**config.mk**
```make
export PLATFORM = sky130hd
export DESIGN_NAME = isram_linebuf_flat
export DESIGN_NICKNAME = d
export VERILOG_FILES = /design/src/rtl/isram_linebuf_if.sv /design/src/rtl/isram_linebuf.sv /design/src/flat_wrapper.sv
export SDC_FILE = /design/constraint.sdc
export NUM_CORES = 1
export LEC_CHECK = 0
export ABC_CLOCK_PERIOD_IN_PS = 5900
export CORE_UTILIZATION = 51
export CTS_BUF_LIST = sky130_fd_sc_hd__clkbuf_4
export DETAILED_ROUTE_END_ITERATION = 7
export PLACE_DENSITY = 0.76
export SETUP_SLACK_MARGIN = 0.05
export SYNTH_ARGS = -nofsm -noshare
export SYNTH_HDL_FRONTEND = slang
export SYNTH_SLANG_ARGS = --single-unit
```
**constraint.sdc**
```tcl
create_clock -name clk -period 5.9 [get_ports clk]
set_input_delay 1.18 -clock clk [delete_from_list [all_inputs] [get_ports clk]]
set_output_delay 1.18 -clock clk [all_outputs]
set_load 0.05 [all_outputs]
```
**src/rtl/isram_linebuf_if.sv**
```systemverilog
// Fetch-side SRAM port plus backing-memory request/ack channel of the instruction line buffer.
interface isram_linebuf_if;
    logic        isram_cs;
    logic [31:3] isram_adr;
    logic        buf_inv;
    logic [63:0] instr_fromsram;
    logic        isram_stall;
    logic        mem_req;
    logic [31:3] mem_adr;
    logic        mem_ack;
    logic [63:0] mem_rdata;

    modport master (
        output isram_cs, isram_adr, buf_inv, mem_ack, mem_rdata,
        input  instr_fromsram, isram_stall, mem_req, mem_adr
    );

    modport slave (
        input  isram_cs, isram_adr, buf_inv, mem_ack, mem_rdata,
        output instr_fromsram, isram_stall, mem_req, mem_adr
    );
endinterface

```
**src/rtl/isram_linebuf.sv**
```systemverilog
// Fully associative instruction line buffer: 1-cycle hits, stalling req/ack fills on a miss.
// Optional next-line prefetch is enabled by defining ISRAM_LINEBUF_PREFETCH_EN.
module isram_linebuf #(
    parameter int unsigned NUM_ENT = 2,
    parameter int unsigned PTR_W   = 1
) (
    input  logic           clk,
    input  logic           cpurst,
    isram_linebuf_if.slave bus
);
    localparam int unsigned DAT_W = 64;

    typedef enum logic [1:0] {
        IDLE = 2'd0,
        FILL = 2'd1,
        PREF = 2'd2
    } state_t;

    state_t             state;
    state_t             state_nxt;
    logic [31:3]        tag_q [NUM_ENT];
    logic [DAT_W-1:0]   dat_q [NUM_ENT];
    logic [NUM_ENT-1:0] vld_q;
    logic [PTR_W-1:0]   ptr_q;
    logic               inv_q;

    logic [DAT_W-1:0]   instr_q, instr_nxt;
    logic               stall_q, stall_nxt;
    logic               req_q, req_nxt;
    logic [31:3]        madr_q, madr_nxt;
    logic               wr_c, wr_vld_c;

    logic               hit_c, hit_ok_c, miss_c;
    logic [DAT_W-1:0]   hit_dat_c;

    assign bus.instr_fromsram = instr_q;
    assign bus.isram_stall    = stall_q;
    assign bus.mem_req        = req_q;
    assign bus.mem_adr        = madr_q;

    // Tag lookup across all valid entries; buf_inv turns any hit into a miss.
    always_comb begin
        hit_c     = 1'b0;
        hit_dat_c = '0;
        for (int unsigned i = 0; i < NUM_ENT; i++) begin
            if (vld_q[PTR_W'(i)] && (tag_q[PTR_W'(i)] == bus.isram_adr)) begin
                hit_c     = 1'b1;
                hit_dat_c = dat_q[PTR_W'(i)];
            end
        end
    end

    assign hit_ok_c = hit_c && !bus.buf_inv;
    assign miss_c   = bus.isram_cs && !hit_ok_c;

`ifdef ISRAM_LINEBUF_PREFETCH_EN
    logic        pf_pend_q, pf_wait_q, pf_merge_q;
    logic [31:3] pf_adr_q;
    logic        pf_hit_c, pf_go_c, pf_miss_c, pf_merge_c, pf_other_c;

    always_comb begin
        pf_hit_c = 1'b0;
        for (int unsigned i = 0; i < NUM_ENT; i++) begin
            if (vld_q[PTR_W'(i)] && (tag_q[PTR_W'(i)] == pf_adr_q)) begin
                pf_hit_c = 1'b1;
            end
        end
    end

    // A demand miss in IDLE always wins over a pending prefetch.
    assign pf_go_c    = pf_pend_q && !pf_hit_c && !miss_c;
    assign pf_miss_c  = (state == PREF) && !pf_wait_q && miss_c;
    assign pf_merge_c = pf_merge_q || (pf_miss_c && (bus.isram_adr == pf_adr_q));
    assign pf_other_c = (pf_wait_q && !pf_merge_q) ||
                        (pf_miss_c && (bus.isram_adr != pf_adr_q));
`endif

    always_ff @(posedge clk) begin
        if (cpurst) begin
            state <= IDLE;
        end else begin
            state <= state_nxt;
        end
    end

    always_comb begin
        state_nxt = state;
        case (state)
            IDLE: begin
                if (miss_c) begin
                    state_nxt = FILL;
                end
`ifdef ISRAM_LINEBUF_PREFETCH_EN
                else if (pf_go_c) begin
                    state_nxt = PREF;
                end
`endif
            end
            FILL: begin
                if (bus.mem_ack) begin
                    state_nxt = IDLE;
                end
            end
`ifdef ISRAM_LINEBUF_PREFETCH_EN
            PREF: begin
                if (bus.mem_ack) begin
                    state_nxt = pf_other_c ? FILL : IDLE;
                end
            end
`endif
            default: state_nxt = IDLE;
        endcase
    end

    always_comb begin
        instr_nxt = instr_q;
        stall_nxt = stall_q;
        req_nxt   = req_q;
        madr_nxt  = madr_q;
        wr_c      = 1'b0;
        wr_vld_c  = 1'b0;
        case (state)
            IDLE: begin
                stall_nxt = 1'b0;
                if (bus.isram_cs && hit_ok_c) begin
                    instr_nxt = hit_dat_c;
                end else if (miss_c) begin
                    req_nxt   = 1'b1;
                    madr_nxt  = bus.isram_adr;
                    stall_nxt = 1'b1;
                end
`ifdef ISRAM_LINEBUF_PREFETCH_EN
                else if (pf_go_c) begin
                    req_nxt  = 1'b1;
                    madr_nxt = pf_adr_q;
                end
`endif
            end
            FILL: begin
                if (bus.mem_ack) begin
                    wr_c      = 1'b1;
                    wr_vld_c  = !(inv_q || bus.buf_inv);
                    instr_nxt = bus.mem_rdata;
                    stall_nxt = 1'b0;
                    req_nxt   = 1'b0;
                end
            end
`ifdef ISRAM_LINEBUF_PREFETCH_EN
            PREF: begin
                if (bus.isram_cs && hit_ok_c && !pf_wait_q) begin
                    instr_nxt = hit_dat_c;
                end
                if (pf_miss_c) begin
                    stall_nxt = 1'b1;
                end
                if (bus.mem_ack) begin
                    wr_c     = 1'b1;
                    wr_vld_c = !(inv_q || bus.buf_inv);
                    req_nxt  = 1'b0;
                    if (pf_other_c) begin
                        req_nxt   = 1'b1;
                        madr_nxt  = bus.isram_adr;
                        stall_nxt = 1'b1;
                    end else if (pf_merge_c) begin
                        instr_nxt = bus.mem_rdata;
                        stall_nxt = 1'b0;
                    end
                end
            end
`endif
            default: ;
        endcase
    end

    // Outputs, valid bits and replacement pointer.
    always_ff @(posedge clk) begin
        if (cpurst) begin
            instr_q <= '0;
            stall_q <= 1'b0;
            req_q   <= 1'b0;
            madr_q  <= '0;
            vld_q   <= '0;
            ptr_q   <= '0;
            inv_q   <= 1'b0;
        end else begin
            instr_q <= instr_nxt;
            stall_q <= stall_nxt;
            req_q   <= req_nxt;
            madr_q  <= madr_nxt;
            if (bus.buf_inv) begin
                vld_q <= '0;
            end
            if (wr_c) begin
                vld_q[ptr_q] <= wr_vld_c;
                ptr_q        <= ptr_q + PTR_W'(1);
            end
            // An invalidate seen while a request is in flight keeps that entry invalid.
            if (wr_c) begin
                inv_q <= 1'b0;
            end else if (bus.buf_inv && (state != IDLE)) begin
                inv_q <= 1'b1;
            end
        end
    end

    always_ff @(posedge clk) begin
        if (wr_c) begin
            tag_q[ptr_q] <= madr_q;
            dat_q[ptr_q] <= bus.mem_rdata;
        end
    end

`ifdef ISRAM_LINEBUF_PREFETCH_EN
    always_ff @(posedge clk) begin
        if (cpurst) begin
            pf_pend_q  <= 1'b0;
            pf_wait_q  <= 1'b0;
            pf_merge_q <= 1'b0;
            pf_adr_q   <= '0;
        end else begin
            if ((state == FILL) && bus.mem_ack) begin
                pf_pend_q <= 1'b1;
                pf_adr_q  <= madr_q + 29'd1;
            end else if (state == IDLE) begin
                pf_pend_q <= 1'b0;
            end
            if ((state == PREF) && bus.mem_ack) begin
                pf_wait_q  <= 1'b0;
                pf_merge_q <= 1'b0;
            end else if (pf_miss_c) begin
                pf_wait_q  <= 1'b1;
                pf_merge_q <= pf_merge_c;
            end
        end
    end
`endif

endmodule

```
**src/flat_wrapper.sv**
```systemverilog
// flat-port wrapper written by rule: the top's interface ports become plain ports
module isram_linebuf_flat 
#(
    parameter int unsigned NUM_ENT = 2,
    parameter int unsigned PTR_W   = 1
)
  (clk, cpurst, bus_isram_cs, bus_isram_adr, bus_buf_inv, bus_mem_ack, bus_mem_rdata, bus_instr_fromsram, bus_isram_stall, bus_mem_req, bus_mem_adr);
  isram_linebuf_if bus_i ();
  input  logic clk;
  input  logic cpurst;
  input wire logic [$bits(bus_i.isram_cs)-1:0] bus_isram_cs;
  input wire logic [$bits(bus_i.isram_adr)-1:0] bus_isram_adr;
  input wire logic [$bits(bus_i.buf_inv)-1:0] bus_buf_inv;
  input wire logic [$bits(bus_i.mem_ack)-1:0] bus_mem_ack;
  input wire logic [$bits(bus_i.mem_rdata)-1:0] bus_mem_rdata;
  output wire logic [$bits(bus_i.instr_fromsram)-1:0] bus_instr_fromsram;
  output wire logic [$bits(bus_i.isram_stall)-1:0] bus_isram_stall;
  output wire logic [$bits(bus_i.mem_req)-1:0] bus_mem_req;
  output wire logic [$bits(bus_i.mem_adr)-1:0] bus_mem_adr;
  assign bus_i.isram_cs = bus_isram_cs;
  assign bus_i.isram_adr = bus_isram_adr;
  assign bus_i.buf_inv = bus_buf_inv;
  assign bus_i.mem_ack = bus_mem_ack;
  assign bus_i.mem_rdata = bus_mem_rdata;
  assign bus_instr_fromsram = bus_i.instr_fromsram;
  assign bus_isram_stall = bus_i.isram_stall;
  assign bus_mem_req = bus_i.mem_req;
  assign bus_mem_adr = bus_i.mem_adr;
  isram_linebuf #(.NUM_ENT(NUM_ENT), .PTR_W(PTR_W)) u_core (.clk(clk), .cpurst(cpurst), .bus(bus_i));
endmodule
```
==> results.cfg, run 1 <==
[floorplanning]
num_io_pins = 193
die_y_um = 159.1
start_util_pct = 51.88
dieArea_um2 = 25300
rows = 57
fp.coreArea_um2 = 24250
die_x_um = 159.1

[finish]
layout_commonest_cell = inv_1
utilization_pct = 64.78
fin_nets = 1377
fin_cells = 1665
final_cell_mix = 194 x inv_1, 191 x clkdlybuf4s50_1, 186 x edfxtp_1
syn_to_final_growth_pct = 24.86
drive_above_1_share_pct = 11.50

[critical_path]
critical_path_class = in2reg
cp-start-kind = input port
crit_required_ns = 6.46
end_kind = register
cp_max_fo = 66
cp.arrival_ns = 4.80

[timing]
final-hold-violation-count = 0
slew_headroom_pct = 25.92
period_share_pct = 71.74
max_freq_mhz = 236.3
tightest_slew_ns = 1.111
worst_slack_ns = 1.667
grt_setup_unrepaired = no
setup_viol = 0
fin_skew_ns = 0.03484
hold_ws_ns = 0.4674
finalSetupTns_ns = 0
drv_slew = 0
finalCriticalPeriod_ns = 4.233

[place]
post-place-cells = 1526
dpl.hpwl_um = 17590
dp_slack_ns = 1.017
gp_congestion = 0.7392
io_buffer_count = 192

[synth]
seq_area_frac_synth_pct = 60.31
synth-compound-area-share_pct = 17.04
yosysWarnings = 0
synthSimpleGateAreaFrac_pct = 7.081
synth.distinct_cells = 29
muxShareOfSynthArea_pct = 2.387
synth-adder-area-share_pct = 0
synth-xor-area-share_pct = 4.107
synthesis.nets = 1185
syn_avg_cell_area_um2 = 11.57
ys_ff_latch = 286
synth_top_family_by_area = compound AO/OA/AOI/OAI gates
netlist_instances = 1087
synth_area_um2 = 12580

[clock_tree]
clk_path_buf_depth = 3
hold_buffers = 0
clk_pin_slew_ns = 0.06
cts.sinks = 286
postCtsSetupBuffers = 0
cts_buffers = 75
cts_root_buffer = clkbuf_4
cts_tree = yes
htreeDepth = 3
cts_resized = 0
clock_latency_ns = 0.70

[grt]
grt_max_degree = 90
grt_antenna_before_repair = 3
grt_pass1_wl_um = 50660
grt_usage_pct = 25.26
grt_pass1_vias = 9352
globalRouteOverflowTotal = 0

[routing]
wl_per_cell_um = 18.96
firstDrtPassIters = 5
route.detailed.drc = 0
vias = 9188
wirelength_um = 31570
drt-initial-drc-count = 759
viasPerCell = 5.518
antenna_left = 0

[power_and_ir_drop]
peakVddDrop_v = 0.0001690
power.leakage_uw = 0.005706
p_per_area_nw_per_um2 = 286.2

[run]
drv_cap = 0

[min_path]
hold_path_class = reg2reg

[run_status]
status = complete, no violations
## critical path: stages
cell	delay, ns
clkdlybuf4s50_1	0.48
xnor2_1	0.25
nand4_1	0.14
or4_4	0.90
or2_2	0.71
buf_4	0.40
a311o_1	0.41
a31o_2	0.23
## stage by stage
stage,total power [uW],area (um2)
final,4496,15710
after CTS,4536,15700
after global placement,2697,14680
after floorplan,2514,12580
after detailed placement,2704,14680
after global routing,4686,15710
## final cells by class
type,count,area [um2]
fillers,1927,8539
flip-flops and latches,286,7591
multi-input cells,512,3897
repair buffers,209,2047
clock buffers,116,870.8
inverters,195,734.5
well taps,324,405.4
clock inverters,21,157.7
diodes,2,5.005
## final timing paths
path	from	to	slack (ns)	depth (start not counted)
max	bus_isram_adr[15]	u_core.bus.instr_fromsram[36]	1.67	8
min	u_core.bus.mem_req	u_core.bus.mem_req	0.47	2
max reg2reg	u_core.tag_q[1][15]	u_core.bus.instr_fromsram[36]	2.32	7
min reg2reg	u_core.bus.mem_req	u_core.bus.mem_req	0.47	2
## sequential cells by signal, summed over array words and instances (netlist names), 2 cells and up
name,flops
u_core.dat_q,128
u_core.bus.instr_fromsram,64
u_core.tag_q,58
u_core.bus.mem_adr,29
u_core.vld_q,2
## synthesized netlist by cell type, drive strengths merged
| master | instances | share of area, % |
|---|---|---|
| nand3b | 1 | 0.060 |
| a31o | 64 | 4.5 |
| nor3 | 68 | 2.7 |
| nand3 | 1 | 0.040 |
| nor4 | 11 | 0.55 |
| or4 | 1 | 0.090 |
| xnor2 | 15 | 1.0 |
| a2111oi | 64 | 4.5 |
| clkbuf | 77 | 2.3 |
| a21o | 2 | 0.12 |
| nand2b | 60 | 3.0 |
| buf | 17 | 0.96 |
| a21oi | 70 | 2.8 |
| dfxtp | 100 | 16 |
| or2 | 1 | 0.050 |
| nor2 | 4 | 0.12 |
| a311o | 64 | 5.1 |
| edfxtp | 186 | 44 |
| and2 | 1 | 0.050 |
| o32ai | 1 | 0.13 |
| mux2i | 30 | 2.4 |
| xor2 | 44 | 3.1 |
| nand2 | 5 | 0.15 |
| nand4 | 5 | 0.25 |
| inv | 195 | 5.8 |
## power by group
part / internal, uW / switching, uW
clock network: 1030 / 807
logic: 177 / 261
registers: 2190 / 36.0
total: 3390 / 1100
## metal layers
metal  vias to the layer above  GRT usage [%]  wire length [um]
li1                       4384              -                 -
met1                      4399          32.59             13430
met2                       357          41.93             15570
met3                        48          5.262              2071
met4                         0          9.659               499
met5                         -              0                 0
## cell families (layout without fill, tap and decap cells)
kind of cell	after synthesis	after routing
other	0	2
buffers and inverters	289	541
flip-flops	286	286
XOR/XNOR	59	59
AO/OA/AOI/OAI	265	265
AND/OR/NAND/NOR	158	158
multiplexers	30	30
Note: power is estimated with default switching activity, not from simulation.
==> run 2, diff against run 1 <==
--- a/config.mk
+++ b/config.mk
@@ -5,7 +5,7 @@
 export SDC_FILE = /design/constraint.sdc
 export NUM_CORES = 1
 export LEC_CHECK = 0
-export ABC_CLOCK_PERIOD_IN_PS = 5900
+export ABC_CLOCK_PERIOD_IN_PS = 3400
 export CORE_UTILIZATION = 51
 export CTS_BUF_LIST = sky130_fd_sc_hd__clkbuf_4
 export DETAILED_ROUTE_END_ITERATION = 7
==> constraint.sdc (replaced) <==
create_clock -name clk -period 3.4 [get_ports clk]
set_input_delay 0.68 -clock clk [delete_from_list [all_inputs] [get_ports clk]]
set_output_delay 0.68 -clock clk [all_outputs]
set_load 0.05 [all_outputs]
==> run 2 against run 1 <==
Against the previous run:
- utilization grew 1.4 points
- hold slack got worse by 0.0044 ns
- routed wire length about the same
- clock-buffer cell count rose by 6
- clock skew grew 0.013 ns
- die area unchanged
- first-iteration DRC count up 6.3%
- global-route usage decreased by 0.21 points
- combinational power grew 83%
- clock power rose by 67%
- critical path depth up 3
- register-to-register slack worse by 1.6 ns
- largest power group unchanged
- highest routed layer unchanged
==> results.cfg, run 2 (synthesis gave the netlist of run 1 again) <==
[critical_path]
r2r_start = u_core.tag_q[0][10]
cp-start-kind = input port
crit_chain = clkdlybuf4s50_1, xor2_1, nor4_1, buf_4, nand4_1, buf_4, o32ai_4, buf_12, buf_12, a2111oi_0, a31o_1
slowest_delay_ns = 0.48
reg2reg_to = u_core.bus.instr_fromsram[30]
rr_worst_depth = 10
cpMaxStageDelayCell = clkdlybuf4s50_1
cp_max_fo = 31
end_kind = register
cp.arrival_ns = 3.37
crit_required_ns = 3.92
rrSetupSlack_ns = 0.70
critical_path_class = in2reg

[clock_tree]
cts.sinks = 286
cts_resized = 0
clk_path_buf_depth = 3
clk_pin_slew_ns = 0.06
hold_buffers = 0
postCtsSetupBuffers = 0
cts_buffers = 73
cts_tree = yes
cts_root_buffer = clkbuf_4
htreeDepth = 3
clock_latency_ns = 0.67

[place]
io_buffer_count = 192
dpl.hpwl_um = 18220
dp_slack_ns = -0.09362
gp_congestion = 0.7482
post-place-cells = 1547

[timing]
hold_ws_ns = 0.4630
drv_slew = 0
finalCriticalPeriod_ns = 2.845
worst_slack_ns = 0.5553
tightest_slew_ns = 0.7936
grt_setup_unrepaired = no
slew_headroom_pct = 47.09
period_share_pct = 83.67
setup_viol = 0
fin_skew_ns = 0.04799
finalSetupTns_ns = 0
final-hold-violation-count = 0
max_freq_mhz = 351.5

[power_and_ir_drop]
switchingPower_uw = 1887
peakVddDrop_v = 0.0002958
power_frac_seq_pct = 49.9
power_frac_comb_pct = 10.4
clkPwrFrac_pct = 39.7
power.leakage_uw = 0.005862
p_per_area_nw_per_um2 = 480.3
p_sw_share_pct = 24.48
internal_power_uw = 5822

[floorplanning]
fp.coreArea_um2 = 24250
num_io_pins = 193
rows = 57
dieArea_um2 = 25300
die_y_um = 159.1
start_util_pct = 51.88
die_x_um = 159.1

[run_status]
status = complete, no violations

[min_path]
hold_path_class = reg2reg
hold_end = u_core.bus.mem_req
worstHoldPathCells = 2
hold_start = u_core.bus.mem_req

[grt]
grt_max_degree = 75
globalRouteOverflowTotal = 0
grt_usage_pct = 25.05
grt_pass1_vias = 9578
grt_pass1_wl_um = 50200
grt_antenna_before_repair = 2

[finish]
fin_nets = 1396
utilization_pct = 66.18
layout_commonest_cell = inv_1
regMostFlops = u_core.dat_q
fin_cells = 1684
final_cell_mix = 194 x inv_1, 191 x clkdlybuf4s50_1, 186 x edfxtp_1
largest_register_ff_count = 128
nFillCells = 1843
syn_to_final_growth_pct = 27.56
drive_above_1_share_pct = 13.48

[routing]
firstDrtPassIters = 5
wl_per_cell_um = 18.76
vias = 9391
wirelength_um = 31580
drt-initial-drc-count = 807
antenna_left = 0
viasPerCell = 5.577
route.detailed.drc = 0

[run]
drv_cap = 0
run 2: cell type report:
cell class / count / area [um2] / area share, %
Antenna cell: 2 / 5.005 / 0.03119
Inverter: 195 / 735.7 / 4.584
Clock buffer: 122 / 915.9 / 5.707
Tap cell: 324 / 405.4 / 2.526
Clock inverter: 13 / 80.08 / 0.4990
Timing Repair Buffer: 230 / 2417 / 15.06
Sequential cell: 286 / 7591 / 47.30
Multi-Input combinational cell: 512 / 3897 / 24.29
run 2: per-layer routing:
metal	wire, um	part of all wire (%)	global-route usage, %	vias to the layer above
li1	-	-	-	4423
met1	13340	42	32.08	4530
met2	15510	49	41.93	390
met3	2077	6.6	4.689	48
met4	652	2.1	10.27	0
met5	0	0	0	-
run 2: worst max-delay path: cells and delay by family:
family / cells / cell delay [ns]
buffers and inverters: 5 / 1.24
AND/OR/NAND/NOR: 2 / 0.59
XOR/XNOR: 1 / 0.20
AO/OA/AOI/OAI: 3 / 0.66
run 2: per-stage QoR:
stage	total power, uW	cell area [um2]
4_1_cts	7795	16040
5_1_grt	8024	16050
3_5_place_dp	4720	15050
3_3_place_gp	4703	15050
2_1_floorplan	4359	12590
6_report	7708	16050
run 2: how the worst max path moves through the flow:
stage / from / endpoint / cells after the start
after floorplan: bus_mem_ack / u_core.dat_q[1][0] / 4
after global placement: bus_isram_adr[1] / u_core.bus.instr_fromsram[35] / 8
after detailed placement: bus_isram_adr[10] / u_core.bus.instr_fromsram[9] / 11
after CTS: bus_isram_adr[10] / u_core.bus.instr_fromsram[28] / 11
after global routing: bus_isram_adr[10] / u_core.bus.instr_fromsram[30] / 11
final: bus_isram_adr[10] / u_core.bus.instr_fromsram[30] / 11
run 2: power by group through the flow:
stage / combinational, uW / clock, uW / sequential (uW)
after detailed placement: 797 / 0 / 3920
after global routing: 854 / 3310 / 3860
final: 802 / 3060 / 3850
after global placement: 784 / 0 / 3920
after CTS: 803 / 3140 / 3850
after floorplan: 302 / 0 / 4060
